### src/rtl/i2s_rx_core_pkg.sv
// ============================================================================
// Module   : i2s_rx_core_pkg
// Purpose  : Shared I2S receive definitions: lrck polarity, rx FSM states,
//            bit-counter width helper.
// Revision : 1.0 - initial release
// ============================================================================
`default_nettype none

package i2s_rx_core_pkg;

  localparam logic LRCK_LEFT  = 1'b0;
  localparam logic LRCK_RIGHT = 1'b1;

  typedef enum logic [1:0] {
    ST_SYNC  = 2'd0,
    ST_LEFT  = 2'd1,
    ST_RIGHT = 2'd2
  } rx_state_e;

  // Counter must be able to hold the saturation value PDATA_WIDTH itself.
  function automatic int cnt_width(input int width);
    return $clog2(width + 1);
  endfunction

endpackage

`default_nettype wire

### src/rtl/i2s_edge_det.sv
// ============================================================================
// Module   : i2s_edge_det
// Purpose  : Registers lrck/sclk/sdata in one stage, detects sclk rise and
//            an lrck change between consecutive sclk rises.
// Revision : 1.0 - initial release
// ============================================================================
`default_nettype none

module i2s_edge_det (
  input  logic clk,
  input  logic rst,
  input  logic i_lrck,
  input  logic i_sclk,
  input  logic i_sdata,
  output logic o_lrck_q,
  output logic o_sdata_q,
  output logic o_rise,
  output logic o_chg
);

  logic r_lrck_q;
  logic r_sclk_q;
  logic r_sclk_q2;
  logic r_sdata_q;
  logic r_lrck_s;
  logic w_rise;

  always_ff @(posedge clk) begin
    if (rst) begin
      r_lrck_q  <= 1'b0;
      r_sclk_q  <= 1'b0;
      r_sclk_q2 <= 1'b0;
      r_sdata_q <= 1'b0;
      r_lrck_s  <= 1'b0;
    end else begin
      r_lrck_q  <= i_lrck;
      r_sclk_q  <= i_sclk;
      r_sdata_q <= i_sdata;
      r_sclk_q2 <= r_sclk_q;
      // lrck is only meaningful at sample points; glitches between rises are ignored
      if (w_rise) begin
        r_lrck_s <= r_lrck_q;
      end
    end
  end

  assign w_rise    = r_sclk_q & ~r_sclk_q2;
  assign o_rise    = w_rise;
  assign o_chg     = w_rise & (r_lrck_q != r_lrck_s);
  assign o_lrck_q  = r_lrck_q;
  assign o_sdata_q = r_sdata_q;

endmodule

`default_nettype wire

### src/rtl/i2s_rx_core.sv
// ============================================================================
// Module   : i2s_rx_core
// Purpose  : Philips I2S receiver; deserialises sdata into a left/right word
//            pair with a one-mclk valid strobe per complete frame.
// Revision : 1.0 - initial release
// ============================================================================
`default_nettype none

module i2s_rx_core
  import i2s_rx_core_pkg::*;
#(
  parameter int PDATA_WIDTH = 32
) (
  input  logic                   mclk_in,
  input  logic                   rst_in,
  input  logic                   lrck_in,
  input  logic                   sclk_in,
  input  logic                   sdata_in,
  output logic [PDATA_WIDTH-1:0] pldata_out,
  output logic [PDATA_WIDTH-1:0] prdata_out,
  output logic                   pvalid_out,
  output logic                   locked_out
);

  localparam int                   CW     = cnt_width(PDATA_WIDTH);
  localparam logic [CW-1:0]        c_full = CW'(PDATA_WIDTH);
  localparam logic [PDATA_WIDTH-1:0] c_msb = {1'b1, {(PDATA_WIDTH-1){1'b0}}};

  logic                   w_lrck_q;
  logic                   w_sdata_q;
  logic                   w_rise;
  logic                   w_chg;
  logic [PDATA_WIDTH-1:0] w_mask;
  logic [PDATA_WIDTH-1:0] w_word;

  rx_state_e              r_state;
  logic [PDATA_WIDTH-1:0] r_shift;
  logic [CW-1:0]          r_bit_cnt;
  logic [PDATA_WIDTH-1:0] r_left_hold;
  logic                   r_have_left;
  logic                   r_pend;

  i2s_edge_det u_edge_det (
    .clk       (mclk_in),
    .rst       (rst_in),
    .i_lrck    (lrck_in),
    .i_sclk    (sclk_in),
    .i_sdata   (sdata_in),
    .o_lrck_q  (w_lrck_q),
    .o_sdata_q (w_sdata_q),
    .o_rise    (w_rise),
    .o_chg     (w_chg)
  );

  // Shifting the MSB mask out past the LSB naturally drops bits beyond the width.
  assign w_mask = c_msb >> r_bit_cnt;
  assign w_word = r_shift | ({PDATA_WIDTH{w_sdata_q}} & w_mask);

  always_ff @(posedge mclk_in) begin
    if (rst_in) begin
      r_state     <= ST_SYNC;
      r_shift     <= '0;
      r_bit_cnt   <= '0;
      r_left_hold <= '0;
      r_have_left <= 1'b0;
      r_pend      <= 1'b0;
      pldata_out  <= '0;
      prdata_out  <= '0;
      pvalid_out  <= 1'b0;
      locked_out  <= 1'b0;
    end else begin
      pvalid_out <= r_pend;
      r_pend     <= 1'b0;

      if (w_rise) begin
        if (w_chg) begin
          r_shift   <= '0;
          r_bit_cnt <= '0;
        end else if (r_state != ST_SYNC) begin
          r_shift <= w_word;
          if (r_bit_cnt != c_full) begin
            r_bit_cnt <= r_bit_cnt + 1'b1;
          end
        end
      end

      if (w_chg) begin
        case (r_state)
          ST_SYNC: begin
            r_state     <= (w_lrck_q == LRCK_RIGHT) ? ST_RIGHT : ST_LEFT;
            locked_out  <= 1'b1;
            r_have_left <= 1'b0;
          end
          ST_LEFT: begin
            r_left_hold <= w_word;
            r_have_left <= 1'b1;
            r_state     <= ST_RIGHT;
          end
          ST_RIGHT: begin
            // A right word with no preceding left word belongs to a partial frame.
            if (r_have_left) begin
              pldata_out <= r_left_hold;
              prdata_out <= w_word;
              r_pend     <= 1'b1;
            end
            r_have_left <= 1'b0;
            r_state     <= ST_LEFT;
          end
          default: begin
            r_state <= ST_SYNC;
          end
        endcase
      end
    end
  end

endmodule

`default_nettype wire

### config.mk
export PLATFORM = sky130hd
export DESIGN_NAME = i2s_rx_core
export DESIGN_NICKNAME = d
export VERILOG_FILES = /design/src/rtl/i2s_rx_core_pkg.sv /design/src/rtl/i2s_edge_det.sv /design/src/rtl/i2s_rx_core.sv
export SDC_FILE = /design/constraint.sdc
export NUM_CORES = 1
export LEC_CHECK = 0
export BUFFER_PORTS_ARGS = -buffer_cell sky130_fd_sc_hd__buf_4
export CAP_MARGIN = 20
export CORE_ASPECT_RATIO = 0.8
export CORE_UTILIZATION = 52
export DETAILED_ROUTE_END_ITERATION = 8
export PLACE_DENSITY_LB_ADDON = 0.3
export SETUP_SLACK_MARGIN = 0.02
export SYNTH_ARGS = -nofsm -noshare
export SYNTH_HDL_FRONTEND = slang
export SYNTH_SLANG_ARGS = --single-unit
### constraint.sdc
create_clock -name mclk_in -period 1.7 [get_ports mclk_in]
set_clock_uncertainty 0.2 [all_clocks]
set_input_delay 0.255 -clock mclk_in [delete_from_list [all_inputs] [get_ports mclk_in]]
set_output_delay 0.255 -clock mclk_in [all_outputs]
set_load 0.02 [all_outputs]
=== Word level (Yosys, flattened, before mapping) ===
Cells that the tools add are included.

* Output and inout bits: 66
* Memories: 0
* Register bits after elaboration: 145
* Input bits: 5
* ROM bits: 0
* Memory bits (writable): 0
* Latch bits: 0

* Shifts and indexed selects: 1
* Bitwise operators: 7
* Reductions and logical operators: 13
* Muxes and demuxes: 9
* Divide/modulo/power cells: 0
* Magnitude comparators: 0
* Multiply operators: 0
* Equality and inequality tests: 4
* Add/sub/neg operators: 1

{| class="wikitable"
|+ Operator list
! operator !! count
|-
| $mux 32 || 2
|-
| $and 32x32->32 || 1
|-
| $or 32x32->32 || 1
|-
| $shr 32x6->32 const A || 1
|-
| $mux 6 || 3
|-
| $reduce_and 2->1 || 4
|-
| $reduce_bool 2->1 || 4
|-
| $add 6x1->6 const B || 1
|-
| $ne 6x6->1 const B || 1
|-
| $pmux 2 s3 || 1
|-
| $reduce_and 3->1 || 2
|-
| $not 1->1 || 3
|-
| $reduce_or 3->1 || 1
|-
| $and 1x1->1 || 2
|-
| $eq 2x1->1 const B || 1
|-
| $eq 2x2->1 const B || 1
|-
| $logic_not 2->1 || 1
|-
| $mux 2 || 1
|-
| $pmux 1 s2 || 1
|-
| $reduce_or 2->1 || 1
|-
| $mux 1 || 1
|-
| $ne 1x1->1 || 1
|}

=== Logic depth before layout (Yosys ltp) ===
* Depth after elaboration: 5
* Mapped depth: 6
* Mapped depth without buffers: 5

=== Cells and area by module ===
From an unflattened synthesis, not the netlist that was laid out.

* Cell total of the unflattened synthesis: 626
* Area, all modules: 5434.0 um2

{| class="wikitable"
|+ By module, submodules not included
! module !! sequential area each (um2) !! cells each !! times used !! area each (um2)
|-
| i2s_rx_core || 2802.7 || 611 || 1 || 5257.5
|-
| i2s_edge_det || 100.1 || 15 || 1 || 176.4
|}

=== Least setup slack after synthesis ===
No wires, ideal clock.

* Kind: register -> register
* Start point: reg r_bit_cnt[0]
* End point: reg r_bit_cnt[0]
* Arrival time: 1.471 ns
* Path slack: -0.043 ns
* Data required time: 1.428 ns
* Cell stages (with the launch flop): 6
* Path buffers: 0
* Cell sequence: dfxtp_1 -> inv_1 -> ha_1 -> and2_1 -> a311oi_1 -> mux2i_1

* Cells in the longest elaborated chain, start to end: 4
* Elaborated cells between the ends (all ways): 7

{| class="wikitable"
|+ RTL lines
! item !! line !! source
|-
| start, declared || i2s_rx_core.sv:38 || <nowiki>logic [CW-1:0] r_bit_cnt;</nowiki>
|-
| start signal, assigned || i2s_rx_core.sv:82 || <nowiki>r_bit_cnt <= r_bit_cnt + 1'b1;</nowiki>
|-
| $add 6x1->6 || i2s_rx_core.sv:82 ||
|-
| $mux 6 || i2s_rx_core.sv:81 || <nowiki>if (r_bit_cnt != c_full) begin</nowiki>
|-
| $mux 6 || i2s_rx_core.sv:79 || <nowiki>end else if (r_state != ST_SYNC) begin</nowiki>
|-
| $mux 6 || i2s_rx_core.sv:76 || <nowiki>if (w_chg) begin</nowiki>
|}

Several ways; a longest one is shown, not always the timed one. The select of a mux whose other input is x is not followed.
A chain may end at the register's enable or synchronous reset.

=== Final worst setup path ===
* Start point: reg r_state[0]
* End point: reg prdata_out[20]

* Cells in the longest elaborated chain, start to end: 2

{| class="wikitable"
|+ RTL lines
! item !! line !! source
|-
| start, declared || i2s_rx_core.sv:36 || <nowiki>rx_state_e r_state;</nowiki>
|-
| start signal, assigned || i2s_rx_core.sv:90 || <nowiki>r_state <= (w_lrck_q == LRCK_RIGHT) ? ST_RIGHT : ST_LEFT;</nowiki>
|-
| $eq 2x2->1 || i2s_rx_core.sv:88 || <nowiki>case (r_state)</nowiki>
|-
| $reduce_and 3->1 (no line) || -- ||
|-
| end signal, assigned || i2s_rx_core.sv:103 || <nowiki>prdata_out <= w_word;</nowiki>
|-
| end, declared || i2s_rx_core.sv:20 || <nowiki>output logic [PDATA_WIDTH-1:0] prdata_out,</nowiki>
|}

No other way between the ends.

==> flow_summary.ini <==
[route]
first_pass_iters = 7
routed_wirelength_um = 22400
drtIter0Drc = 697
ant_nets = 0
drc = 0
viasPerCell = 6.86
dr_total_vias = 6130
post_drt_wl_per_cell_um = 25.1

[run_status]
violations = negative setup slack
status = finished, violations left

[cts]
path_clk_slew_ps = 60
cts_root_buffer = clkbuf_16
cts_buffers = 17
cts_sinks = 145
h-tree-depth = 4
ctsLongestPathBuffers = 2
clock_latency_ps = 430
cts_tree = done

[critical_path]
cp_slowest_stage_delay_ps = 330
cpMaxStageDelayCell = dfxtp_2
worstPathCellList = buf_6 -> buf_4 -> nor3b_4 -> buf_12 -> nand3_4 -> clkbuf_16 -> o21ai_2
crit_arrival_ps = 1980
end_kind = flop
crit_path_start_kind = flop
critPathMaxFanout = 5
crit_type = reg -> reg
cp.required_ps = 1820

[timing]
period_share_pct = 109
period_minus_slack_ps = 1860
rsz0062_at_grt = true
slew_violations = 0
setup_viol = 96
hold_viol_final = 0
slew_headroom_pct = 63.4
max_freq_ghz = 0.539
setup-tns-final_ps = -6010
layout_setup_ws_ps = -156
worst_pin_slew_ps = 548

[global_route]
grt_pass1_vias = 5104
grt_overflow = 0
grt_pass1_wl_um = 27500
antenna_found_initial = 0
grt_max_degree = 45
grt_use_total_pct = 31.1

[finish]
area_growth_pct = 53.7
final_nets = 747
stdcell_count = 893
drive_gt1_share_pct = 46.6
antenna_cells = 0

[place]
port_buffers = 70
pre_cts_slack_ps = -132
hpwlAfterDp_um = 11400
dp_cells = 833
finalWeightedCongestion = 0.909

[floorplanning]
core_area_um2 = 10900
dieArea_um2 = 11600
num_rows = 34
initial_utilization_pct = 53.4
die_h_um = 96.6
io_pins = 71
die_w_um = 120

[yosys]
async_flop_share_pct = 0
synth_area_um2 = 5810
syn_nets = 620
synth_edf_count = 0
synth_cells = 609
synth_cell_type_count = 47
ys.flop_type = dfxtp_1
synth-seq-cells = 145
synth_warnings = 0
seq_area_frac_synth_pct = 49.9
avgSynthCellArea_um2 = 9.55

[power_and_ir_drop]
p_per_area_nw_per_um2 = 865
ir_drop_mv = 0.932
p_leak_nw = 3.07

[hold_path]
min_path_type = reg -> reg

[flow_run]
max_cap_viol_count = 0
==> synthesized netlist by cell type, types with 4 or more instances <==
master	number	share of area, %
nand3_1	5	0.43
nor4b_1	6	0.90
o211ai_1	5	0.65
o21ai_0	8	0.69
o21a_1	25	3.2
a21oi_1	109	9.4
o311ai_1	5	0.75
dfxtp_1	145	50
a211oi_1	33	4.3
nand2_1	4	0.26
nor2_1	6	0.39
ha_1	6	1.3
o21ai_1	5	0.43
buf_2	16	1.4
clkbuf_1	47	3.0
and2_1	4	0.43
nor4_1	19	2.0
o31ai_1	34	4.4
nor3_1	10	0.86
o2bb2ai_1	24	3.6
inv_1	5	0.32
nor2b_1	9	0.97
nand4_1	32	3.4
==> cell type report <==
cell class,count,area (µm²)
timing repair buffer,177,1700
clock inverter,15,149
inverter,6,33.8
clock buffer,17,425
tap,144,180
sequential,145,2930
multi-input combinational,389,3520
fill,571,1950
==> registers in the layout, indices dropped and copies added (netlist names) <==
register              flops
pvalid_out                1
prdata_out               32
locked_out                1
r_state                   2
r_bit_cnt                 6
u_edge_det.o_sdata_q      1
u_edge_det.o_lrck_q       1
r_pend                    1
pldata_out               32
u_edge_det.r_sclk_q2      1
u_edge_det.r_sclk_q       1
r_left_hold              32
u_edge_det.r_lrck_s       1
r_have_left               1
r_shift                  32
==> kinds of logic (layout without fill, tap and decap cells) <==
kind of cell	Yosys count	after routing	share of synthesized area (%)
AO/OA/AOI/OAI	256	256	28.7
XOR/XNOR	2	2	0.301
adder cells (fa/ha/maj)	6	6	1.29
buffers and inverters	75	215	5.38
flip-flops	145	145	49.9
multiplexers	3	3	0.516
AND/OR/NAND/NOR	122	122	13.9
==> per-stage QoR <==
stage | cell area, µm² | power (mW) | hold slack, ps | util (%)
after global routing | 8940 | 7.89 | 287 | 82.1
after global placement | 6960 | 3.84 | 248 | 63.9
after CTS | 7830 | 7.48 | 264 | 71.9
after floorplan | 5830 | 3.72 | 183 | -
final | 8940 | 7.73 | 271 | 82.1
after detailed placement | 6960 | 3.85 | 250 | 63.9
==> final timing paths <==
| path | startpoint | endpoint | slack [ps] | cells past startpoint |
|---|---|---|---|---|
| setup / recovery | r_state[0] | prdata_out[20] | -160 | 7 |
| hold / removal | r_pend | pvalid_out | 270 | 1 |
| setup reg to reg | r_state[0] | prdata_out[20] | -160 | 7 |
| hold reg to reg | r_pend | pvalid_out | 270 | 1 |
==> cells in the final DEF, fill, tap and decap left out, types with 8 or more instances in the layout <==
cell type / count
buf_4: 138
dfxtp_1: 133
a21oi_1: 96
nand4_1: 32
o21a_1: 25
clkbuf_16: 25
a211oi_2: 22
o2bb2ai_2: 15
a21oi_2: 12
o31ai_1: 12
o31ai_2: 12
nor4_2: 11
a211oi_1: 11
buf_12: 11
o31ai_4: 10
buf_6: 10
nor2b_1: 9
o2bb2ai_1: 8
o21ai_1: 8
nor4_1: 8
dfxtp_2: 8
==> layer usage <==
| metal | track usage [%] | wire, µm | up-vias |
|---|---|---|---|
| met1 | 41.6 | 8700 | 2999 |
| li1 | - | - | 2608 |
| met2 | 49.3 | 10800 | 438 |
| met3 | 7.22 | 2010 | 85 |
| met4 | 11.7 | 903 | 0 |
| met5 | 0 | 0 | - |
==> worst max-delay path: cells and delay by family, from the launching register on <==
| family | cells | cell delay, ps |
|---|---|---|
| AOI/OAI and AO/OA | 1 | 210 |
| buffers and inverters | 4 | 650 |
| and+or+nand+nor | 2 | 370 |
| DFF | 1 | 330 |
==> what timing repair did <==
action,4_1_cts,5_1_grt
hold endpoints to repair,7,0
cloned,2,10
hold buffers,6,0
setup endpoints to repair,135,130
pin swaps,4,45
gates resized for setup,52,147
setup buffers,2,8
==> power breakdown <==
group | internal [mW] | leakage (nW) | total (mW) | switching (mW)
registers | 3.40 | 1.17 | 3.42 | 0.0178
clock network | 2.07 | 0.277 | 3.73 | 1.66
logic | 0.211 | 1.62 | 0.581 | 0.370
Note: power is estimated with default switching activity, not from simulation.
